File: src/rtl/fetch_if.sv
// Instruction-memory request/response bus between fetch (master) and imem (slave).
// One request per imem_req&&imem_gnt; the response returns on imem_rvalid at least one cycle later.
interface fetch_if;
    logic        imem_req;
    logic [31:0] imem_addr;
    logic        imem_gnt;
    logic        imem_rvalid;
    logic [31:0] imem_rdata;

    modport master (
        output imem_req,
        output imem_addr,
        input  imem_gnt,
        input  imem_rvalid,
        input  imem_rdata
    );

    modport slave (
        input  imem_req,
        input  imem_addr,
        output imem_gnt,
        output imem_rvalid,
        output imem_rdata
    );
endinterface

File: src/rtl/fetch.sv
// Instruction fetch: PC, one-outstanding imem requests, if_id pipeline registers; grant-to-if_id is 2 cycles.
// data_hazard holds if_id and parks an arriving response in a 1-deep skid; pipe_flush bubbles and redirects.
module fetch #(
    parameter logic [31:0] RESET_PC  = 32'h0000_0000,
    parameter logic [31:0] NOP_INS   = 32'h0000_0013,
    parameter logic [31:0] BUBBLE_PC = 32'hffff_ffff
) (
    input  logic        clk,
    input  logic        rst_n,
    input  logic        pipe_flush,
    input  logic [31:0] flush_pc,
    input  logic        data_hazard,
    fetch_if.master     imem,
    output logic [31:0] if_id__pc,
    output logic [31:0] if_id__ins,
    output logic        if_id__ins_misalign
);

    typedef enum logic [1:0] {
        S_IDLE,
        S_BUSY,
        S_DISCARD,
        S_HALT
    } state_t;

    typedef struct packed {
        logic [31:0] pc;
        logic [31:0] ins;
        logic        misalign;
    } if_id_t;

    localparam if_id_t BUBBLE = '{pc: BUBBLE_PC, ins: NOP_INS, misalign: 1'b0};

    state_t      state;
    logic [31:0] pc;
    logic [31:0] req_pc;
    if_id_t      if_id;
    if_id_t      skid;
    logic        skid_v;

    logic issue;
    logic grant;
    logic rsp;

    assign rsp   = (state == S_BUSY) && imem.imem_rvalid;
    assign issue = !pipe_flush && !data_hazard && !skid_v && (pc[1:0] == 2'b00)
                   && ((state == S_IDLE) || rsp);
    assign grant = issue && imem.imem_gnt;

    // Gate with rst_n so no request leaks out while reset is held.
    assign imem.imem_req  = issue && rst_n;
    assign imem.imem_addr = pc;

    assign if_id__pc           = if_id.pc;
    assign if_id__ins          = if_id.ins;
    assign if_id__ins_misalign = if_id.misalign;

    always_ff @(posedge clk or negedge rst_n) begin
        if (!rst_n) begin
            state  <= S_IDLE;
            pc     <= RESET_PC;
            req_pc <= RESET_PC;
            if_id  <= BUBBLE;
            skid   <= BUBBLE;
            skid_v <= 1'b0;
        end else begin
            if (grant) begin
                pc     <= pc + 32'd4;
                req_pc <= pc;
            end

            if (pipe_flush) begin
                // Any still-outstanding response must be swallowed before fetching the new target.
                pc     <= flush_pc;
                if_id  <= BUBBLE;
                skid_v <= 1'b0;
                if (((state == S_BUSY) || (state == S_DISCARD)) && !imem.imem_rvalid)
                    state <= S_DISCARD;
                else
                    state <= S_IDLE;
            end else if (data_hazard) begin
                if (rsp) begin
                    skid   <= '{pc: req_pc, ins: imem.imem_rdata, misalign: 1'b0};
                    skid_v <= 1'b1;
                    state  <= S_IDLE;
                end else if ((state == S_DISCARD) && imem.imem_rvalid) begin
                    state <= S_IDLE;
                end
            end else if (skid_v) begin
                if_id  <= skid;
                skid_v <= 1'b0;
            end else if (rsp) begin
                if_id <= '{pc: req_pc, ins: imem.imem_rdata, misalign: 1'b0};
                state <= grant ? S_BUSY : S_IDLE;
            end else if ((state == S_IDLE) && (pc[1:0] != 2'b00)) begin
                if_id <= '{pc: pc, ins: NOP_INS, misalign: 1'b1};
                state <= S_HALT;
            end else begin
                if_id <= BUBBLE;
                if (grant)
                    state <= S_BUSY;
                else if ((state == S_DISCARD) && imem.imem_rvalid)
                    state <= S_IDLE;
            end
        end
    end

endmodule

File: src/flat_wrapper.sv
// flat-port wrapper written by rule: the top's interface ports become plain ports
module fetch_flat 
#(
    parameter logic [31:0] RESET_PC  = 32'h0000_0000,
    parameter logic [31:0] NOP_INS   = 32'h0000_0013,
    parameter logic [31:0] BUBBLE_PC = 32'hffff_ffff
)
  (clk, rst_n, pipe_flush, flush_pc, data_hazard, if_id__pc, if_id__ins, if_id__ins_misalign, imem_imem_req, imem_imem_addr, imem_imem_gnt, imem_imem_rvalid, imem_imem_rdata);
  fetch_if imem_i ();
  input  logic clk;
  input  logic rst_n;
  input  logic pipe_flush;
  input  logic [31:0] flush_pc;
  input  logic data_hazard;
  output logic [31:0] if_id__pc;
  output logic [31:0] if_id__ins;
  output logic if_id__ins_misalign;
  output wire logic [$bits(imem_i.imem_req)-1:0] imem_imem_req;
  output wire logic [$bits(imem_i.imem_addr)-1:0] imem_imem_addr;
  input wire logic [$bits(imem_i.imem_gnt)-1:0] imem_imem_gnt;
  input wire logic [$bits(imem_i.imem_rvalid)-1:0] imem_imem_rvalid;
  input wire logic [$bits(imem_i.imem_rdata)-1:0] imem_imem_rdata;
  assign imem_imem_req = imem_i.imem_req;
  assign imem_imem_addr = imem_i.imem_addr;
  assign imem_i.imem_gnt = imem_imem_gnt;
  assign imem_i.imem_rvalid = imem_imem_rvalid;
  assign imem_i.imem_rdata = imem_imem_rdata;
  fetch #(.RESET_PC(RESET_PC), .NOP_INS(NOP_INS), .BUBBLE_PC(BUBBLE_PC)) u_core (.clk(clk), .rst_n(rst_n), .pipe_flush(pipe_flush), .flush_pc(flush_pc), .data_hazard(data_hazard), .imem(imem_i), .if_id__pc(if_id__pc), .if_id__ins(if_id__ins), .if_id__ins_misalign(if_id__ins_misalign));
endmodule
File: config.mk
export PLATFORM = sky130hd
export DESIGN_NAME = fetch_flat
export DESIGN_NICKNAME = d
export VERILOG_FILES = /design/src/rtl/fetch_if.sv /design/src/rtl/fetch.sv /design/src/flat_wrapper.sv
export SDC_FILE = /design/constraint.sdc
export NUM_CORES = 1
export LEC_CHECK = 0
export ABC_AREA = 1
export BUFFER_PORTS_ARGS = -buffer_cell sky130_fd_sc_hd__buf_2
export CAP_MARGIN = 20
export CORE_MARGIN = 2
export CORE_UTILIZATION = 39
export DETAILED_ROUTE_END_ITERATION = 8
export PLACE_DENSITY = 0.62
export SYNTH_ARGS = -nofsm -noshare
export SYNTH_HDL_FRONTEND = slang
export SYNTH_SLANG_ARGS = --single-unit
File: constraint.sdc
create_clock -name clk -period 3.3 [get_ports clk]
set_clock_uncertainty 0.1 [all_clocks]
set_input_delay 0.165 -clock clk [delete_from_list [all_inputs] [get_ports clk]]
set_output_delay 0.165 -clock clk [all_outputs]
set_load 0.03 [all_outputs]
Yosys cells after proc, flatten, opt, wreduce, memory -nomap -nowiden

Cells that the tools add are included.

Register bits after elaboration: 196
Input port bits: 70
Output and inout bits: 98
Word-level logic and storage cells: 57

Add/subtract/negate cells: 1
Equality and inequality tests: 5
Mux-type cells: 20
Bitwise gates (word level): 1
Reductions and logical operators: 21

Operators by type and width:

| operator              | count |
|---|---|
| $mux 65               | 5 |
| $mux 32               | 2 |
| $add 32x3->32 const B | 1 |
| $mux 2                | 9 |
| $logic_and 1x1->1     | 10 |
| $logic_not 1->1       | 4 |
| $logic_not 2->1       | 2 |
| $mux 1                | 4 |
| $reduce_bool 2->1     | 2 |
| $ne 3x2->1 const B    | 1 |
| $ne 3x3->1 const B    | 1 |
| $reduce_and 3->1      | 1 |
| $eq 2x1->1 const B    | 1 |
| $eq 2x2->1 const B    | 1 |
| $logic_or 1x1->1      | 2 |
| $ne 2x2->1 const B    | 1 |
| $not 1->1             | 1 |

Logic depth before layout (Yosys ltp)

Depth after elaboration: 12
Mapped depth: 10
Depth with buffers taken out: 10

Worst setup path before layout

OpenSTA, ideal clock, no wires.

Path type: reg-to-reg
Start: reg u_core.pc[2] (netlist: u_core.imem.imem_addr[2])
End: reg u_core.pc[28] (netlist: u_core.imem.imem_addr[28])
Setup time: 117 ps
Arrival: 1,603 ps
Required time: 3,083 ps
Setup slack: 1,480 ps
Stages on the path, launching flop included: 11
Clock period less this slack: 1,820 ps
Cells stage by stage: dfrtp_1 -> ha_1 -> nand2_1 -> nor2_1 -> nand2_1 -> nor2_1 -> nand2_1 -> nand2_1 -> nand2_1 -> nand2_1 -> nand2_1

Cells in the longest elaborated chain, start to end: 3

Ends and longest elaborated chain:

| what                   | line        | source |
|---|---|---|
| from (decl)            | fetch.sv:35 | `logic [31:0] pc;` |
| from (signal assigned) | fetch.sv:68 | `pc <= pc + 32'd4;` |
| from (signal assigned) | fetch.sv:74 | `pc <= flush_pc;` |
| $add 32x3->32          | fetch.sv:68 |  |
| $mux 32                | fetch.sv:67 | `if (grant) begin` |
| $mux 32                | fetch.sv:72 | `if (pipe_flush) begin` |

No other way between the ends. The select of a mux whose other input is x is not followed.
A chain may end at the register's enable or synchronous reset.

Final worst setup path

Start: reg u_core.state[1]
End: reg u_core.if_id, in the netlist u_core.if_id__ins[26]

Cells in the longest elaborated chain, start to end: 6

Ends and longest elaborated chain:

| what                   | line        | source |
|---|---|---|
| from (decl)            | fetch.sv:34 | `state_t state;` |
| from (signal assigned) | fetch.sv:94 | `state <= grant ? S_BUSY : S_IDLE;` |
| $eq 2x1->1             | fetch.sv:45 | `assign rsp = (state == S_BUSY) && imem.imem_rvalid;` |
| $logic_and 1x1->1      | fetch.sv:45 |  |
| $mux 65                | fetch.sv:92 | `end else if (rsp) begin` |
| $mux 65                | fetch.sv:89 | `end else if (skid_v) begin` |
| $mux 65                | fetch.sv:81 | `end else if (data_hazard) begin` |
| $mux 65                | fetch.sv:72 |  |
| to (signal assigned)   | fetch.sv:90 | `if_id <= skid;` |
| to (signal assigned)   | fetch.sv:93 | `if_id <= '{pc: req_pc, ins: imem.imem_rdata, misalign: 1'b0};` |
| to (signal assigned)   | fetch.sv:96 | `if_id <= '{pc: pc, ins: NOP_INS, misalign: 1'b1};` |
| to (decl)              | fetch.sv:37 | `if_id_t if_id;` |

No other way between the ends. The select of a mux whose other input is x is not followed.

==> reports/metrics.cfg <==
[outcome]
status = finished, final reports clean

[setup_path]
cp_num_buf_inv = 3
top_cell_family_by_delay_on_the_critical_path = simple AND/OR/NAND/NOR gates
cp-end-kind = register
criticalPathCategory = register to register
cp-startpoint = u_core.state[1]
crit_fanout = 34
worstPathCellList = inv_1 > ha_1 > nand2_1 > inv_2 > buf_4 > nand3_2 > o211ai_1
critPathLaunchType = register
worst_r2r_startpoint = u_core.state[1]
cp_data_required_time_ns = 3.55
worst_ep_arrival_time_ns = 2.87
critical_path.max_stage_delay_ns = 0.60
critPathSlowestCell = sky130_fd_sc_hd__nand3_2
reg2reg_slack_ns = 0.68

[grt]
grt_antenna_before_repair = 0
grt_pass1_wl_um = 43800
globalRoute.totalOverflow = 0
grt_max_degree = 100
first_global_vias = 8157
grt_util_all_layers_pct = 21.5

[finish]
mostFrequentLayoutCell = sky130_fd_sc_hd__nand2_1
fillers = 2260
num-nets-final = 1463
final_core_utilization_pct = 50.0
drive_gt1_share_pct = 21.0
flow.area_growth_from_synthesis_pct = 25.8
mostFrequentLayoutCells = sky130_fd_sc_hd__nand2_1, sky130_fd_sc_hd__buf_2, sky130_fd_sc_hd__o21ai_0, sky130_fd_sc_hd__dfrtp_1, sky130_fd_sc_hd__inv_1

[cts]
htree_levels = 4
insertion_delay_ns = 0.45
cts_resized = 0
cts-buffers-inserted = 17
clk_transition_reported_paths_ns = 0.08
cts_tree = built
cts-root-buf = sky130_fd_sc_hd__clkbuf_16
cts_sink_cnt = 196
cts_buffer_depth = 2
postCtsSetupBuffers = 0

[job]
count_of_max_cap_constraint_violations = 0

[power_and_ir_drop]
cellPowerDensity_nw_per_um2 = 556
cellLeakagePower_nw = 5.44
vdd.ir_drop.worst_mv = 0.346

[drt]
finalWirelength_um = 26500
total_iterations_of_the_first_detailed_routing_run = 5
detailroute.via_count = 8483
via_per_inst = 4.93
wirelength_met1_um = 12600
uppermost_layer_routed = met4
antenna_left = 0
initialDrtViolationCount = 667
detailroute.wirelength.met2_um = 12100
detail_route.wl_per_cell_um = 15.4
wl_met3_um = 1600
remaining_drc_errors = 0

[sta]
finalSetupViolCount = 0
fin_crit_sh_pct = 79.3
grt_setup_unrepaired = false
number_of_hold_violations_in_the_final_report = 0
timing.final.crit_period_ns = 2.62
final_max_slew_viol_count = 0
highest_clock_rate_ghz = 0.382
slew-limit-headroom_pct = 38.2
worst-slew-pin-transition_ns = 0.927
fin_setup_tns_ns = 0

[logic_synthesis]
synth_seq_area_share_pct = 53.5
synth-compound-area-share_pct = 14.0
ys_seq_elements = 196
synth.mux.area_fraction_pct = 0.362
dominantRegCellSynth = sky130_fd_sc_hd__dfrtp_1
synth_edf_count = 0
ys.warnings.count = 0
dominant_combinational_cell_family_by_area_after_synthesis = simple AND/OR/NAND/NOR gates
syn_nets = 1259
synth_cell_types = 28
yosys.area.top_type = sky130_fd_sc_hd__dfrtp_1
synthXorXnorAreaFrac_pct = 0.469
synth_cells = 1185
synthSimpleGateAreaFrac_pct = 23.4
share_of_synthesized_registers_carrying_an_async_set_or_reset_pct = 100
synth_area_sq_um = 9340
post_synth_fa_ha_maj_area_fraction_pct = 0.536
synth.top_cell.area_share_pct = 33.8
synth.avg_cell_area_sq_um = 7.88
synth_area_leaders = sky130_fd_sc_hd__dfrtp_1, sky130_fd_sc_hd__dfstp_2, sky130_fd_sc_hd__nand2_1

[place]
port_buffers = 167
globalplace.congestion = 0.854
post-dp-hpwl_um = 17500

[hold_path]
hold_path_class = input port to register
min-delay-start = flush_pc[2]

[floorplanning]
core_area_sq_um = 23500
fp.dieH_um = 159
initial_core_util_pct = 39.8
die_ar_sq_um = 25200
num_io_pins = 168
num_rows = 56
die_x_um = 159

## area by class of cell
class	count	area, sq um	area share, %
antenna	1	2.50	0.0213
clock buffer	17	425	3.62
clock inverter	15	201	1.72
inverter	128	480	4.09
multi-input combinational	802	3630	30.9
sequential	196	4990	42.5
tap	319	399	3.40
timing repair buffer	244	1610	13.7
## cell families (layout without fill, tap and decap cells)
group,after synthesis,in the layout
other,0,1
flip-flops,196,196
multiplexers,3,3
XOR/XNOR,5,5
adder cells (fa/ha/maj),4,4
buffers and inverters,187,404
AND/OR/NAND/NOR,552,552
AO/OA/AOI/OAI,238,238
## routing by layer
layer	vias to the layer above	track usage, %
met2	278	33.9
met1	3973	30.8
li1	4215	-
met5	-	0
met4	0	4.55
met3	17	4.31
## final timing paths
check,to,depth (start not counted)
max,u_core.if_id__ins[26],7
min,u_core.imem.imem_addr[2],5
max reg2reg,u_core.if_id__ins[26],7
min reg2reg,u_core.req_pc[1],2
max in group asynchronous,u_core.if_id__pc[15],3
min in group asynchronous,u_core.if_id__ins[19],2
## per-stage QoR
| step | worst slack, ns | total power, W | cells | hold slack, ns | cell area (sq um) |
|---|---|---|---|---|---|
| finish | 0.682 | 0.00653 | 1722 | 0.0338 | 11700 |
| global route | 0.372 | 0.00690 | 1721 | 0.0366 | 11700 |
| CTS | 0.661 | 0.00657 | 1721 | 0.00998 | 11700 |
| detailed placement | 0.665 | 0.00437 | 1625 | 0.0694 | 10500 |
| global placement | 0.763 | 0.00433 | 1625 | 0.0777 | 10500 |
| floorplan | 1.48 | 0.00394 | 1185 | -0.231 | 9340 |
## registers in the layout, indices dropped and copies added, names as in the netlist
signal and flops:
u_core.if_id__pc 32, u_core.if_id__ins 32, u_core.req_pc 32, u_core.state 2, u_core.skid 64, u_core.imem.imem_addr 32
u_core.skid_v 1, u_core.if_id__ins_misalign 1
## repair_timing
item	4_1_cts	5_1_grt
hold buffers	64	0
setup endpoints to repair	0	0
endpoints found under the hold margin	153	0
## power by group
part / switching [W] / internal (W) / total, W
Combinational: 0.000789 / 0.000420 / 0.00121
Sequential: 0.000274 / 0.00291 / 0.00318
Clock: 0.00110 / 0.00104 / 0.00214
Total: 0.00216 / 0.00437 / 0.00653
## worst register-to-register path: stages (launching register included)
cell and delay [ns]:
sky130_fd_sc_hd__dfrtp_1 0.41, sky130_fd_sc_hd__inv_1 0.09, sky130_fd_sc_hd__ha_1 0.15, sky130_fd_sc_hd__nand2_1 0.20, sky130_fd_sc_hd__inv_2 0.14, sky130_fd_sc_hd__buf_4 0.41, sky130_fd_sc_hd__nand3_2 0.60, sky130_fd_sc_hd__o211ai_1 0.42
## Yosys cell counts, types with 2 or more instances
cell type,n
sky130_fd_sc_hd__a21oi_1,33
sky130_fd_sc_hd__a31oi_1,35
sky130_fd_sc_hd__buf_1,8
sky130_fd_sc_hd__buf_2,17
sky130_fd_sc_hd__clkbuf_1,33
sky130_fd_sc_hd__dfrtp_1,126
sky130_fd_sc_hd__dfstp_2,70
sky130_fd_sc_hd__ha_1,4
sky130_fd_sc_hd__inv_1,122
sky130_fd_sc_hd__inv_2,5
sky130_fd_sc_hd__mux2_1,3
sky130_fd_sc_hd__nand2_1,397
sky130_fd_sc_hd__nand2_2,2
sky130_fd_sc_hd__nand3_1,61
sky130_fd_sc_hd__nand4_1,2
sky130_fd_sc_hd__nor2_1,86
sky130_fd_sc_hd__o211ai_1,28
sky130_fd_sc_hd__o21ai_0,140
sky130_fd_sc_hd__xnor2_1,2
sky130_fd_sc_hd__xor2_1,3
(Power assumes the default switching activity.)
